==> src/rtl/dmem_arbiter.sv <==
// Round-robin two-port arbiter in front of the single-port data memory.
// Checks alignment/funct3 legality and returns a registered 1-cycle response.
module dmem_arbiter #(
    parameter int ADDR_WIDTH = 32,
    parameter int DATA_WIDTH = 32
) (
    input  logic                  clk,
    input  logic                  reset,
    input  logic                  p0_req_valid,
    output logic                  p0_req_ready,
    input  logic                  p0_req_we,
    input  logic [2:0]            p0_req_funct3,
    input  logic [ADDR_WIDTH-1:0] p0_req_addr,
    input  logic [DATA_WIDTH-1:0] p0_req_wdata,
    output logic                  p0_rsp_valid,
    output logic [DATA_WIDTH-1:0] p0_rsp_rdata,
    output logic                  p0_rsp_err,
    input  logic                  p1_req_valid,
    output logic                  p1_req_ready,
    input  logic                  p1_req_we,
    input  logic [2:0]            p1_req_funct3,
    input  logic [ADDR_WIDTH-1:0] p1_req_addr,
    input  logic [DATA_WIDTH-1:0] p1_req_wdata,
    output logic                  p1_rsp_valid,
    output logic [DATA_WIDTH-1:0] p1_rsp_rdata,
    output logic                  p1_rsp_err,
    output logic                  mem_wr_en,
    output logic [2:0]            mem_funct3,
    output logic [ADDR_WIDTH-1:0] mem_addr,
    output logic [DATA_WIDTH-1:0] mem_wr_data,
    input  logic [DATA_WIDTH-1:0] mem_rd_data
);

    logic                  last_grant_q, last_grant_d;
    logic                  rsp_valid_q, rsp_valid_d;
    logic                  rsp_port_q, rsp_port_d;
    logic                  rsp_err_q, rsp_err_d;
    logic [DATA_WIDTH-1:0] rsp_rdata_q, rsp_rdata_d;

    logic                  gnt0, gnt1, gnt_any;
    logic                  sel_we;
    logic [2:0]            sel_f3;
    logic [ADDR_WIDTH-1:0] sel_addr;
    logic [DATA_WIDTH-1:0] sel_wdata;
    logic                  legal;

    // Tie goes to the port that did not win last; nothing is granted in reset.
    always_comb begin
        gnt0 = 1'b0;
        gnt1 = 1'b0;
        if (!reset) begin
            if (p0_req_valid && p1_req_valid) begin
                gnt0 = last_grant_q;
                gnt1 = !last_grant_q;
            end else begin
                gnt0 = p0_req_valid;
                gnt1 = p1_req_valid;
            end
        end
    end

    assign gnt_any      = gnt0 | gnt1;
    assign p0_req_ready = gnt0;
    assign p1_req_ready = gnt1;

    assign sel_we    = gnt1 ? p1_req_we     : p0_req_we;
    assign sel_f3    = gnt1 ? p1_req_funct3 : p0_req_funct3;
    assign sel_addr  = gnt1 ? p1_req_addr   : p0_req_addr;
    assign sel_wdata = gnt1 ? p1_req_wdata  : p0_req_wdata;

    always_comb begin
        legal = 1'b0;
        unique case (sel_f3)
            3'b000:  legal = 1'b1;
            3'b001:  legal = !sel_addr[0];
            3'b010:  legal = (sel_addr[1:0] == 2'b00);
            3'b100:  legal = !sel_we;
            3'b101:  legal = !sel_we && !sel_addr[0];
            default: legal = 1'b0;
        endcase
    end

    always_comb begin
        mem_wr_en   = gnt_any && legal && sel_we;
        mem_funct3  = gnt_any ? sel_f3    : 3'b000;
        mem_addr    = gnt_any ? sel_addr  : '0;
        mem_wr_data = gnt_any ? sel_wdata : '0;
    end

    always_comb begin
        last_grant_d = last_grant_q;
        rsp_valid_d  = 1'b0;
        rsp_port_d   = 1'b0;
        rsp_err_d    = 1'b0;
        rsp_rdata_d  = '0;
        if (gnt_any) begin
            last_grant_d = gnt1;
            rsp_valid_d  = 1'b1;
            rsp_port_d   = gnt1;
            rsp_err_d    = !legal;
            if (legal && !sel_we) begin
                rsp_rdata_d = mem_rd_data;
            end
        end
    end

    always_ff @(posedge clk) begin
        if (reset) begin
            last_grant_q <= 1'b1;
            rsp_valid_q  <= 1'b0;
            rsp_port_q   <= 1'b0;
            rsp_err_q    <= 1'b0;
            rsp_rdata_q  <= '0;
        end else begin
            last_grant_q <= last_grant_d;
            rsp_valid_q  <= rsp_valid_d;
            rsp_port_q   <= rsp_port_d;
            rsp_err_q    <= rsp_err_d;
            rsp_rdata_q  <= rsp_rdata_d;
        end
    end

    // Only the owning port sees the response; the other reads all-zero.
    always_comb begin
        p0_rsp_valid = rsp_valid_q && !rsp_port_q;
        p1_rsp_valid = rsp_valid_q && rsp_port_q;
        p0_rsp_err   = p0_rsp_valid && rsp_err_q;
        p1_rsp_err   = p1_rsp_valid && rsp_err_q;
        p0_rsp_rdata = p0_rsp_valid ? rsp_rdata_q : '0;
        p1_rsp_rdata = p1_rsp_valid ? rsp_rdata_q : '0;
    end

endmodule

==> config.mk <==
export PLATFORM = sky130hd
export DESIGN_NAME = dmem_arbiter
export DESIGN_NICKNAME = d
export VERILOG_FILES = /design/src/rtl/dmem_arbiter.sv
export SDC_FILE = /design/constraint.sdc
export NUM_CORES = 1
export LEC_CHECK = 0
export CAP_MARGIN = 25
export CORE_AREA = 3 3 121 123
export DETAILED_ROUTE_END_ITERATION = 10
export DIE_AREA = 0 0 124 126
export HOLD_SLACK_MARGIN = 0.1
export PLACE_DENSITY = 0.65
export SLEW_MARGIN = 20
export SYNTH_ARGS = -nofsm -noshare
export SYNTH_HDL_FRONTEND = slang
export SYNTH_SLANG_ARGS = --single-unit
==> constraint.sdc <==
create_clock -name clk -period 3.8 [get_ports clk]
set_input_delay 0.76 -clock clk [delete_from_list [all_inputs] [get_ports clk]]
set_output_delay 0.76 -clock clk [all_outputs]
set_load 0.05 [all_outputs]
-- Word-level counts from Yosys, hierarchy flattened
Index checks and enable logic that the tools add are counted.
- add/subtract/negate cells: 0
- $mul: 0
- div/mod/pow operators: 0
- magnitude comparators: 0
- equal/unequal tests: 4
- shifts and indexed selects: 0
- mux-type cells: 15
- bitwise logic cells: 3
- reduce and logical (&&, ||, !) cells: 18
- operators by type and width (kind ; count):
    $mux 32 ; 6
    $logic_and 1x1->1 ; 9
    $eq 3x3->1 const B ; 2
    $mux 1 ; 6
    $mux 3 ; 2
    $logic_not 1->1 ; 5
    $pmux 1 s5 ; 1
    $eq 3x1->1 const B ; 1
    $eq 3x2->1 const B ; 1
    $logic_not 3->1 ; 1
    $reduce_or 3->1 ; 1
    $logic_not 2->1 ; 1
    $not 1->1 ; 2
    $reduce_or 2->1 ; 1
    $or 1x1->1 ; 1
- register bits: 36
- bits in latches: 0
- bits in writable memories: 0
- ROM bits: 0
- input bits: 172
- output and inout port bits: 138
- logic and storage cells: 45
- memories kept: 0

-- Depth between registers and ports, before layout
- word-level depth: 10
- mapped depth: 7
- mapped depth without buffers: 5

-- Least setup slack after synthesis
No wires, ideal clock.
- path type: input to output
- start point: input port p1_req_valid
- end point: output port mem_wr_data[22]
- arrival: 2739 ps
- required time: 3040 ps
- path slack: 301 ps
- stages: 6
- buffers on the path: 1
- path through: a21boi_2 > nand2_2 > inv_1 > clkbuf_1 > nand2_1 > a21oi_1
- word-level cells in the longest chain between the ends: 5
- elaborated cells between the ends (all ways): 8
- classes of those cells: mux: 6; bitwise: 1; reduce/logical: 1
- RTL lines (element ; RTL line ; text):
    from (decl) ; 18 ; input logic p1_req_valid,
    $logic_and 1x1->1 ; 52 ; if (p0_req_valid && p1_req_valid) begin
    $mux 1 (*) ; 52 ;
    $mux 1 (*) ; 51 ; if (!reset) begin
    named net p1_req_ready ; 19 ; output logic p1_req_ready,
    $mux 32 / $or 1x1->1 (equally long branches) ; 69, 62 ;
    $mux 32 (*) ; 87 ; mem_wr_data = gnt_any ? sel_wdata : '0;
    to (decl) ; 30 ; output logic [DATA_WIDTH-1:0] mem_wr_data,
The timed path passes the listed nets; every way through them passes the cells marked *.

-- Worst setup path after layout
- start point: input port p1_req_valid
- end point: output port mem_wr_data[10]
- word-level cells in the longest chain between the ends: 5
- elaborated cells between the ends (all ways): 8
- classes of those cells: mux: 6; bitwise: 1; reduce/logical: 1
- RTL lines (element ; RTL line):
    $logic_and 1x1->1 ; 52
    $mux 1 ; 52
    $mux 1 ; 51
    $mux 32 / $or 1x1->1 (equally long branches) ; 69, 62
    $mux 32 (*) ; 87
Every way passes the cells marked *; elsewhere a longest branch is shown, timed or not.

==> results_dict.tcl <==
set metrics [dict create \
    tns_ns 0 \
    netlist_top_cells_area "dfxtp_1, nand2_1, and2_1" \
    yosys.area.top_type "dfxtp_1" \
    worst-path-max-fanout 67 \
    vias 3897 \
    synth-seq-cells 36 \
    grt_pass1_vias 3951 \
    rsz0062_at_grt "false" \
    gp_congestion 0.787 \
    synth_top_area_share_pct 27.8 \
    cp.required_ns 3.04 \
    chipWidth_um 124 \
    cts-root-buf "clkbuf_16" \
    drive_gt1_share_pct 18.6 \
    outcome "finished clean" \
    syn_nets 574 \
    crit_path_end "mem_wr_data[10]" \
    via_per_inst 4.46 \
    reg2reg_from "last_grant_q$_SDFFE_PP1P_" \
    worstSetupEndpointType "output pin" \
    syn_area_sq_um 2590 \
    reg2reg_slack_ns 1.95 \
    areaGrowthSynthToFinish_pct 171 \
    final_area_sq_um 7020 \
    period_needed_ns 3.58 \
    crit_type "in2out" \
    cp-startpoint "p1_req_valid" \
    num_antenna_cells 0 \
    postCtsSetupBuffers 0 \
    ys_seq_area_share_pct 27.8 \
    crit_path_start_kind "primary input" \
    final_cell_count_no_fill 873 \
    pre_cts_ws_ns 0.220 \
    slew_headroom_pct 58.9 \
    clk_pin_slew_worst_paths_ns 0.05 \
    drv_cap 0 \
    leakage_nw 2.97 \
    worst_slew_pin_slew_ns 0.615 \
    grt-ovfl-total 0 \
    nets 865 \
    dr.pass1.iters 4 \
    hold_viol_final 0 \
    dpl-instance-area_sq_um 6870 \
    hold_path_class "reg2reg" \
    final_core_util_pct 51.0 \
    numCtsBuffers 5 \
    grt_antenna_before_repair 0 \
    wire_per_inst_um 15.7 \
    avgSynthCellArea_sq_um 6.45 \
    clk_latency_ns 0.27 \
    fp.coreArea_sq_um 13800 \
    setup_violations 0 \
    grt_max_degree 68 \
    die_area_sq_um 15600 \
    setup_ws_ns 0.216 \
    arrival_ns 2.82 \
    die_h_um 126 \
    ir_drop_mv 0.157 \
    p_int_mw 1.05 \
    ios 310 \
    multi_input_area_sq_um 1700 \
    postCtsResizedCells 0 \
    yosysWarnings 0 \
    drtIter0Drc 117 \
    dpl.cell_count 866 \
    clock_sinks 36 \
    r2r_cells 6 \
    syn_inst 402 \
    clockBufferDepth 2 \
    pwr-share-comb_pct 48.3 \
    start_util_pct 18.8 \
    switchingPower_mw 0.516 \
    drc_errors 0 \
    clkPwrFrac_pct 26.2 \
    final.setup_skew_ns 0.00405 \
    regArea_sq_um 721 \
    rows 43 \
    layout_worst_path_cycle_share_pct 94.3 \
    seqPwrFrac_pct 25.5 \
    dpl.hpwl_um 11600 \
    grt_first_pass_wirelength_um 20500 \
    grt_usage_pct 16.6 \
    timing.fmax_mhz 279 \
    p_sw_share_pct 32.8 \
    drt_wl_total_um 13700 \
    cts_tree "done" \
    ys_types 30 \
    ctsHoldBuffers 0 \
    slew_viol_final 0 \
    rr_endpoint "rsp_rdata_q[0]$_SDFF_PP0_" \
    cts_htree_levels 2 \
    numPortBuffers 309 \
    power_density_nw_per_um2 224 \
    antenna_left 0 \
    fillers 1270 \
]
[layer usage]
layer	part of all wire [%]	vias to the layer above	GRT usage, %
met5	0	-	0
met4	1.8	0	5.35
met3	11	16	5.70
met2	52	219	31.6
met1	35	1772	16.4
li1	-	1890	-
[sequential cells by signal, summed over array words and instances, names as in the netlist]
signal        count
rsp_rdata_q      32
last_grant_q      1
rsp_err_q         1
rsp_port_q        1
rsp_valid_q       1
[cells in the final DEF, fill, tap and decap left out, drive strengths merged, types with 2 or more instances in the layout]
cell / count
a21boi: 2
a21oi: 68
and2: 66
and3: 35
buf: 112
clkbuf: 7
clkdlybuf4s50: 205
dfxtp: 36
inv: 6
nand2: 135
nor2b: 2
nor4: 3
o21ai: 3
[worst min-delay path by stage]
| stage | from | to | slack (ns) | cells after the start |
|---|---|---|---|---|
| floorplan | last_grant_q$_SDFFE_PP1P_ | last_grant_q$_SDFFE_PP1P_ | 0.51 | 3 |
| global placement | last_grant_q$_SDFFE_PP1P_ | last_grant_q$_SDFFE_PP1P_ | 0.53 | 3 |
| detailed placement | last_grant_q$_SDFFE_PP1P_ | last_grant_q$_SDFFE_PP1P_ | 0.56 | 3 |
| CTS | last_grant_q$_SDFFE_PP1P_ | last_grant_q$_SDFFE_PP1P_ | 0.57 | 3 |
| global route | last_grant_q$_SDFFE_PP1P_ | last_grant_q$_SDFFE_PP1P_ | 0.63 | 3 |
| finish | last_grant_q$_SDFFE_PP1P_ | last_grant_q$_SDFFE_PP1P_ | 0.57 | 3 |
[metrics by stage]
stage,power (mW),hold slack (ns)
after floorplan,0.718,0.514
after global placement,1.16,0.534
after detailed placement,1.17,0.557
after CTS,1.59,0.569
after global routing,1.64,0.626
final,1.57,0.570
[power groups by stage]
stage	Combinational (mW)	Clock, mW	Sequential [mW]
2_1_floorplan	0.315	0	0.403
3_3_place_gp	0.755	0	0.407
3_5_place_dp	0.763	0	0.407
4_1_cts	0.766	0.425	0.399
5_1_grt	0.798	0.439	0.401
6_report	0.759	0.412	0.400
[kinds of logic after synthesis]
| group | after synthesis | synth area share [%] |
|---|---|---|
| buffers and inverters | 39 | 6.99 |
| multiplexers | 1 | 0.434 |
| flip-flops | 36 | 27.8 |
| AO/OA/AOI/OAI | 81 | 17.8 |
| AND/OR/NAND/NOR | 245 | 47.0 |
[worst max-delay path: stages]
cell and delay [ns]:
clkdlybuf4s50_1 0.58, a21boi_2 0.32, nand2_2 0.15, inv_2 0.10, buf_12 0.25, nand2_1 0.11, a21oi_1 0.31, buf_12 0.19
[cell usage after synthesis, drive strengths merged]
master and instances:
o21a 1, a32oi 1, buf 15, nor4 3, inv 6, o22ai 1, mux2 1, clkbuf 18
and2 66, nor2b 2, a21o 1, a2111oi 1, nand2 135, or3 1, nor4bb 1, dfxtp 36
nor3 1, a21boi 2, nand2b 1, o21ai 3, and3 35, a21bo 1, a21oi 68, o221a 1
a311oi 1
[area by class of cell]
cell class | instances | share of cell area [%]
tap | 180 | 3.21
sequential | 36 | 10.3
timing repair buffer | 317 | 59.8
clock buffer | 7 | 2.18
multi-input combinational | 327 | 24.3
inverter | 6 | 0.321
Power figures use the tool's default switching activity.
